$ cat config.mk
export PLATFORM = sky130hd
export DESIGN_NAME = piso_serializer_flat
export DESIGN_NICKNAME = d
export VERILOG_FILES = /design/src/rtl/piso_serializer_if.sv /design/src/rtl/piso_serializer.sv /design/src/flat_wrapper.sv
export SDC_FILE = /design/constraint.sdc
export NUM_CORES = 1
export LEC_CHECK = 0
export ABC_CLOCK_PERIOD_IN_PS = 1060
export BUFFER_PORTS_ARGS = -buffer_cell sky130_fd_sc_hd__buf_4
export CAP_MARGIN = 15
export CELL_PAD_IN_SITES_DETAIL_PLACEMENT = 2
export CELL_PAD_IN_SITES_GLOBAL_PLACEMENT = 2
export CORE_UTILIZATION = 26
export DETAILED_ROUTE_END_ITERATION = 6
export PLACE_DENSITY = 0.65
export SYNTH_ARGS = -nofsm -noshare
export SYNTH_HDL_FRONTEND = slang
export SYNTH_SLANG_ARGS = --single-unit
$ cat constraint.sdc
create_clock -name clk -period 1.06 [get_ports clk]
set_input_delay 0.053 -clock clk [delete_from_list [all_inputs] [get_ports clk]]
set_output_delay 0.053 -clock clk [all_outputs]
set_load 0.03 [all_outputs]
$ cat src/rtl/piso_serializer_if.sv
// Parallel-word handshake plus the serial frame outputs of the serializer.
// slave is the serializer side; master is the word source / frame consumer.
interface piso_serializer_if #(
    parameter int WIDTH = 4
);
    logic [WIDTH-1:0] in_data;
    logic             in_valid;
    logic             in_ready;
    logic             dout;
    logic             dout_valid;
    logic             frame_start;
    logic             frame_end;
    logic             busy;

    modport master (
        output in_data, in_valid,
        input  in_ready, dout, dout_valid, frame_start, frame_end, busy
    );

    modport slave (
        input  in_data, in_valid,
        output in_ready, dout, dout_valid, frame_start, frame_end, busy
    );
endinterface

$ cat src/rtl/piso_serializer.sv
// Parallel-in/serial-out stage: takes a word over valid/ready and emits it one
// bit per clock, optionally followed by an even-parity bit, with frame strobes.
module piso_serializer #(
    parameter int WIDTH     = 4,
    parameter bit MSB_FIRST = 1'b0,
    parameter bit PARITY_EN = 1'b0
) (
    input  logic             clk,
    input  logic             clr,
    piso_serializer_if.slave bus
);
    localparam int N  = WIDTH + (PARITY_EN ? 1 : 0);
    localparam int CW = (N > 1) ? $clog2(N) : 1;
    localparam logic [CW-1:0] LAST = CW'(N - 1);

    typedef enum logic {IDLE, SHIFT} state_t;

    state_t           state, state_nxt;
    logic [CW-1:0]    cnt, cnt_nxt;
    logic [WIDTH-1:0] shreg, shreg_nxt;
    logic             par_q, par_nxt;
    logic             dout_q, dout_nxt;
    logic             vld_q, vld_nxt;
    logic             fs_q, fs_nxt;
    logic             fe_q, fe_nxt;
    logic             last, ready, accept;

    // The only legal overlap is accepting a new word while the last bit is out.
    assign last   = (state == SHIFT) && (cnt == LAST);
    assign ready  = !clr && ((state == IDLE) || last);
    assign accept = bus.in_valid && ready;

    always_ff @(posedge clk or posedge clr) begin
        if (clr) state <= IDLE;
        else     state <= state_nxt;
    end

    always_comb begin
        state_nxt = state;
        case (state)
            IDLE:    if (accept) state_nxt = SHIFT;
            SHIFT:   if (last && !accept) state_nxt = IDLE;
            default: state_nxt = IDLE;
        endcase
    end

    // shreg holds the bits not yet on dout, next one at the shift-out end.
    always_comb begin
        cnt_nxt   = '0;
        shreg_nxt = shreg;
        par_nxt   = par_q;
        dout_nxt  = 1'b0;
        vld_nxt   = 1'b0;
        fs_nxt    = 1'b0;
        fe_nxt    = 1'b0;
        if (accept) begin
            dout_nxt  = MSB_FIRST ? bus.in_data[WIDTH-1] : bus.in_data[0];
            shreg_nxt = MSB_FIRST ? (bus.in_data << 1) : (bus.in_data >> 1);
            par_nxt   = PARITY_EN ? ^bus.in_data : 1'b0;
            vld_nxt   = 1'b1;
            fs_nxt    = 1'b1;
            fe_nxt    = (N == 1);
        end else if (state == SHIFT && !last) begin
            cnt_nxt = cnt + 1'b1;
            vld_nxt = 1'b1;
            fe_nxt  = (cnt_nxt == LAST);
            if (int'(cnt) + 1 < WIDTH) begin
                dout_nxt  = MSB_FIRST ? shreg[WIDTH-1] : shreg[0];
                shreg_nxt = MSB_FIRST ? (shreg << 1) : (shreg >> 1);
            end else begin
                dout_nxt = par_q;
            end
        end
    end

    always_ff @(posedge clk or posedge clr) begin
        if (clr) begin
            cnt    <= '0;
            shreg  <= '0;
            par_q  <= 1'b0;
            dout_q <= 1'b0;
            vld_q  <= 1'b0;
            fs_q   <= 1'b0;
            fe_q   <= 1'b0;
        end else begin
            cnt    <= cnt_nxt;
            shreg  <= shreg_nxt;
            par_q  <= par_nxt;
            dout_q <= dout_nxt;
            vld_q  <= vld_nxt;
            fs_q   <= fs_nxt;
            fe_q   <= fe_nxt;
        end
    end

    assign bus.in_ready    = ready;
    assign bus.dout        = dout_q;
    assign bus.dout_valid  = vld_q;
    assign bus.frame_start = fs_q;
    assign bus.frame_end   = fe_q;
    assign bus.busy        = vld_q;
endmodule
$ cat src/flat_wrapper.sv
// flat-port wrapper written by rule: the top's interface ports become plain ports
module piso_serializer_flat 
#(
    parameter int WIDTH     = 4,
    parameter bit MSB_FIRST = 1'b0,
    parameter bit PARITY_EN = 1'b0
)
  (clk, clr, bus_in_data, bus_in_valid, bus_in_ready, bus_dout, bus_dout_valid, bus_frame_start, bus_frame_end, bus_busy);
  piso_serializer_if #(.WIDTH(WIDTH)) bus_i ();
  input  logic clk;
  input  logic clr;
  input wire logic [$bits(bus_i.in_data)-1:0] bus_in_data;
  input wire logic [$bits(bus_i.in_valid)-1:0] bus_in_valid;
  output wire logic [$bits(bus_i.in_ready)-1:0] bus_in_ready;
  output wire logic [$bits(bus_i.dout)-1:0] bus_dout;
  output wire logic [$bits(bus_i.dout_valid)-1:0] bus_dout_valid;
  output wire logic [$bits(bus_i.frame_start)-1:0] bus_frame_start;
  output wire logic [$bits(bus_i.frame_end)-1:0] bus_frame_end;
  output wire logic [$bits(bus_i.busy)-1:0] bus_busy;
  assign bus_i.in_data = bus_in_data;
  assign bus_i.in_valid = bus_in_valid;
  assign bus_in_ready = bus_i.in_ready;
  assign bus_dout = bus_i.dout;
  assign bus_dout_valid = bus_i.dout_valid;
  assign bus_frame_start = bus_i.frame_start;
  assign bus_frame_end = bus_i.frame_end;
  assign bus_busy = bus_i.busy;
  piso_serializer #(.WIDTH(WIDTH), .MSB_FIRST(MSB_FIRST), .PARITY_EN(PARITY_EN)) u_core (.clk(clk), .clr(clr), .bus(bus_i));
endmodule
==> implementation parameters <==
Parameter                              Value

Run status
  Violated checks    setup timing
  Run status    finished, violations left

Yosys
  Dominant cell by count in the synthesized netlist    sky130_fd_sc_hd__dfrtp_1
  Syn_area_per_cell    around 12 um2
  FFs w/ async S/R, synth    1.00
  Yosys synthesis warning count    0
  Main area contributors after synthesis    sky130_fd_sc_hd__dfrtp_1, sky130_fd_sc_hd__mux2i_1, sky130_fd_sc_hd__ha_1, sky130_fd_sc_hd__buf_6, sky130_fd_sc_hd__nand2_1
  Sequential element share of the synthesized area    0.581
  Cell types with the highest counts after synthesis    sky130_fd_sc_hd__dfrtp_1, sky130_fd_sc_hd__nand2_1, sky130_fd_sc_hd__nor2_1
  Number of standard cells after synthesis    36
  Number of flops mapped to enable cells by yosys    0
  Library cell occupying the most area in the post-synthesis netlist    sky130_fd_sc_hd__dfrtp_1
  Number of flip-flops and latches in the synthesized netlist    10
  Cell area after synthesis    between 400 and 500 um2
  Number of unique standard cell types used by synthesis    14
  Syn Nets    45
  Most used flip-flop cell after synthesis    sky130_fd_sc_hd__dfrtp_1
  Area share of the leading cell type in the synthesized netlist    0.581

GRT
  First-pass GRT wire length    1730 um
  Via count of the first global-routing pass    about 400
  Number of antenna violations at the first check in global routing    0
  GRT Resource Usage Total    0.142
  Maximum number of pins on one net before global-route repair    11
  GR Overflow Total    0

Worst setup path
  Worst endpoint required time    approximately 1000 ps
  Start point of the critical path    u_core.cnt[1]$_DFF_PP0_
  Endpoint kind of the worst setup timing path    output pin
  Total buffers and inverters traversed by the critical path    2
  CP delay by family, top    flip-flops
  Cell Chain, Critical Path    ha_2 > nor2b_2 > buf_6 > nor2_2 > buf_6
  Crit path largest cell delay    390 ps
  Kind of start point of the critical path    flop
  Crit Path Category    reg2out
  FF-to-FF Start    u_core.cnt[1]$_DFF_PP0_
  Most frequent CP cell    sky130_fd_sc_hd__buf_6
  Cell at the slowest stage of the critical path    sky130_fd_sc_hd__dfrtp_1
  Max FO, Critical Path    3
  Arrival time of the worst setup path    1260 ps

Layout
  Non-filler instance count after layout    75
  Synthesis-to-finish area growth    58.7%
  Core utilization of the finished layout    0.448
  Diodes inserted    0
  Share of cells above drive strength 1    0.593
  Total Nets Final    69

Power
  Leakage    0.352 nW
  VDD IR max    1240 uV
  Power Dens Cells    3040 mW/mm2

Clock tree
  Clock latency of the later-clocked register in the worst-skew pair    roughly 270 ps
  TritonCTS clock tree    yes
  CTS root buf    sky130_fd_sc_hd__clkbuf_4
  Inserted Clock Buffers    3
  Max Buffers Root-to-Sink    2
  Clock sinks    10
  Register clock-pin slew on the reported worst setup and hold paths    70 ps
  Maximum level of the CTS H-tree    1

Floorplan
  Die width    around 43 um
  Overall die area    0.00182 mm2
  Core Area    between 0.0015 and 0.002 mm2
  Number of rows in the core area    14
  Die Y    42.7 um
  Ports placed on the boundary    13
  Effective utilization at floorplan    0.282

Routing
  Average via count per standard cell    4.47
  Number of remaining DRC errors    0
  Detailed-route via count    335
  Number of iterations in the first detailed-routing pass    1
  Detailed router's first-iteration violation count    0
  Number of routed nets with antenna violations    0
  Routed len/inst    between 15 and 20 um
  Total wire length after detailed routing    1150 um

Timing
  RSZ-0062 raised after global routing    yes
  Final Max Slew Viols    0
  Share of the clock period used by the worst path    1.24
  Final hold violation count    0
  TNS Setup    -989 ps
  Number of setup violations in the final report    6
  Final WS setup    -250 ps
  Worst slew margin relative to its limit    0.731
  Max Freq    763 MHz
  Shortest clock period the worst path allows after layout    1310 ps
  Largest clock skew in the final design    a little under 7 ps
  Worst Tran Pin Value    403 ps

Placed design
  PortBufs    12
  Final GP Congestion    0.624
  Placed Cells incl. Taps    between 60 and 70
  Post-place setup slack    -166 ps

Min path
  Worst min-delay path startpoint    bus_in_data[0]
  Worst hold path class    in2reg

Run
  Number of violations of the max-capacitance limit    0
## final timing paths
path | cells after the start | end | slack, ps
setup / recovery | 5 | bus_in_ready | -250
hold / removal | 2 | u_core.bus.dout$_DFF_PP0_ | 10
setup reg to reg | 6 | u_core.bus.dout$_DFF_PP0_ | -210
hold reg to reg | 2 | u_core.shreg[1]$_DFFE_PP0P_ | 520
max in group asynchronous | 3 | u_core.cnt[0]$_DFF_PP0_ | 450
min in group asynchronous | 3 | u_core.bus.dout$_DFF_PP0_ | 330
## cell usage in the layout (no fill, tap or decap)
| cell | Yosys | final |
|---|---|---|
| sky130_fd_sc_hd__nor2_2 | 0 | 2 |
| sky130_fd_sc_hd__dlygate4sd3_1 | 0 | 1 |
| sky130_fd_sc_hd__o21ai_2 | 0 | 1 |
| sky130_fd_sc_hd__o21ai_1 | 2 | 1 |
| sky130_fd_sc_hd__and2_1 | 1 | 1 |
| sky130_fd_sc_hd__mux2i_1 | 3 | 3 |
| sky130_fd_sc_hd__buf_6 | 2 | 6 |
| sky130_fd_sc_hd__nand2_4 | 0 | 1 |
| sky130_fd_sc_hd__clkbuf_8 | 0 | 1 |
| sky130_fd_sc_hd__nor2_1 | 4 | 2 |
| sky130_fd_sc_hd__nor2_4 | 1 | 1 |
| sky130_fd_sc_hd__inv_4 | 0 | 1 |
| sky130_fd_sc_hd__nand2_1 | 4 | 2 |
| sky130_fd_sc_hd__inv_1 | 2 | 1 |
| sky130_fd_sc_hd__dfrtp_1 | 10 | 10 |
| sky130_fd_sc_hd__nor2b_2 | 1 | 1 |
| sky130_fd_sc_hd__nand2_2 | 0 | 1 |
| sky130_fd_sc_hd__ha_2 | 0 | 1 |
| sky130_fd_sc_hd__a22o_1 | 1 | 1 |
| sky130_fd_sc_hd__buf_4 | 1 | 15 |
| sky130_fd_sc_hd__clkbuf_4 | 0 | 3 |
| sky130_fd_sc_hd__ha_4 | 0 | 1 |
| sky130_fd_sc_hd__nand2b_1 | 2 | 2 |
## cell type report
class                      count  area [um2]
clock buffer                   4        36.3
fill                         151         841
inverter                       2        10.0
multi-input combinational     21         176
sequential                    10         250
tap                           16        20.0
timing repair buffer          22         190
## logic make-up after synthesis
| group | after synthesis | share of synthesized area |
|---|---|---|
| simple gates | 13 | 0.160 |
| flops | 10 | 0.581 |
| buf+inv | 5 | 0.0872 |
| compound gates | 3 | 0.0436 |
| mux | 3 | 0.0698 |
| fa+ha+maj | 2 | 0.0581 |
## timing repair
action | in CTS | in global routing
hold endpoints to repair | 10 | 0
setup endpoints to repair | 6 | 7
hold buffers | 1 | 0
setup buffers | 5 | 1
resized for setup | 11 | 5
pin swaps | 9 | 3
## layer usage
layer  GRT usage  wire (um)
met3      0.0511         50
met1       0.144        460
met5           0          0
met2       0.242        608
met4      0.0938         31
## registers in the layout, summed over array words and instances (netlist names)
signal and flops:
u_core.bus.busy 1, u_core.bus.dout 1, u_core.bus.frame_end 1, u_core.bus.frame_start 1, u_core.cnt 2, u_core.shreg 3
u_core.state 1
## power breakdown
group,switching [W],internal (W)
Sequential,0.0000740,0.000522
Combinational,0.000568,0.000564
Clock,0.000144,0.000209
Total,0.000786,0.00129
## through the flow
stage	instance area [um2]	hold WS [ps]	total power [W]
final	683	13.5	0.00208
after global routing	683	10.1	0.00220
after CTS	649	25.2	0.00197
after detailed placement	533	77.3	0.00137
after global placement	533	64.8	0.00132
after floorplan	430	-107	0.00109
Note: power is estimated with default switching activity, not from simulation.
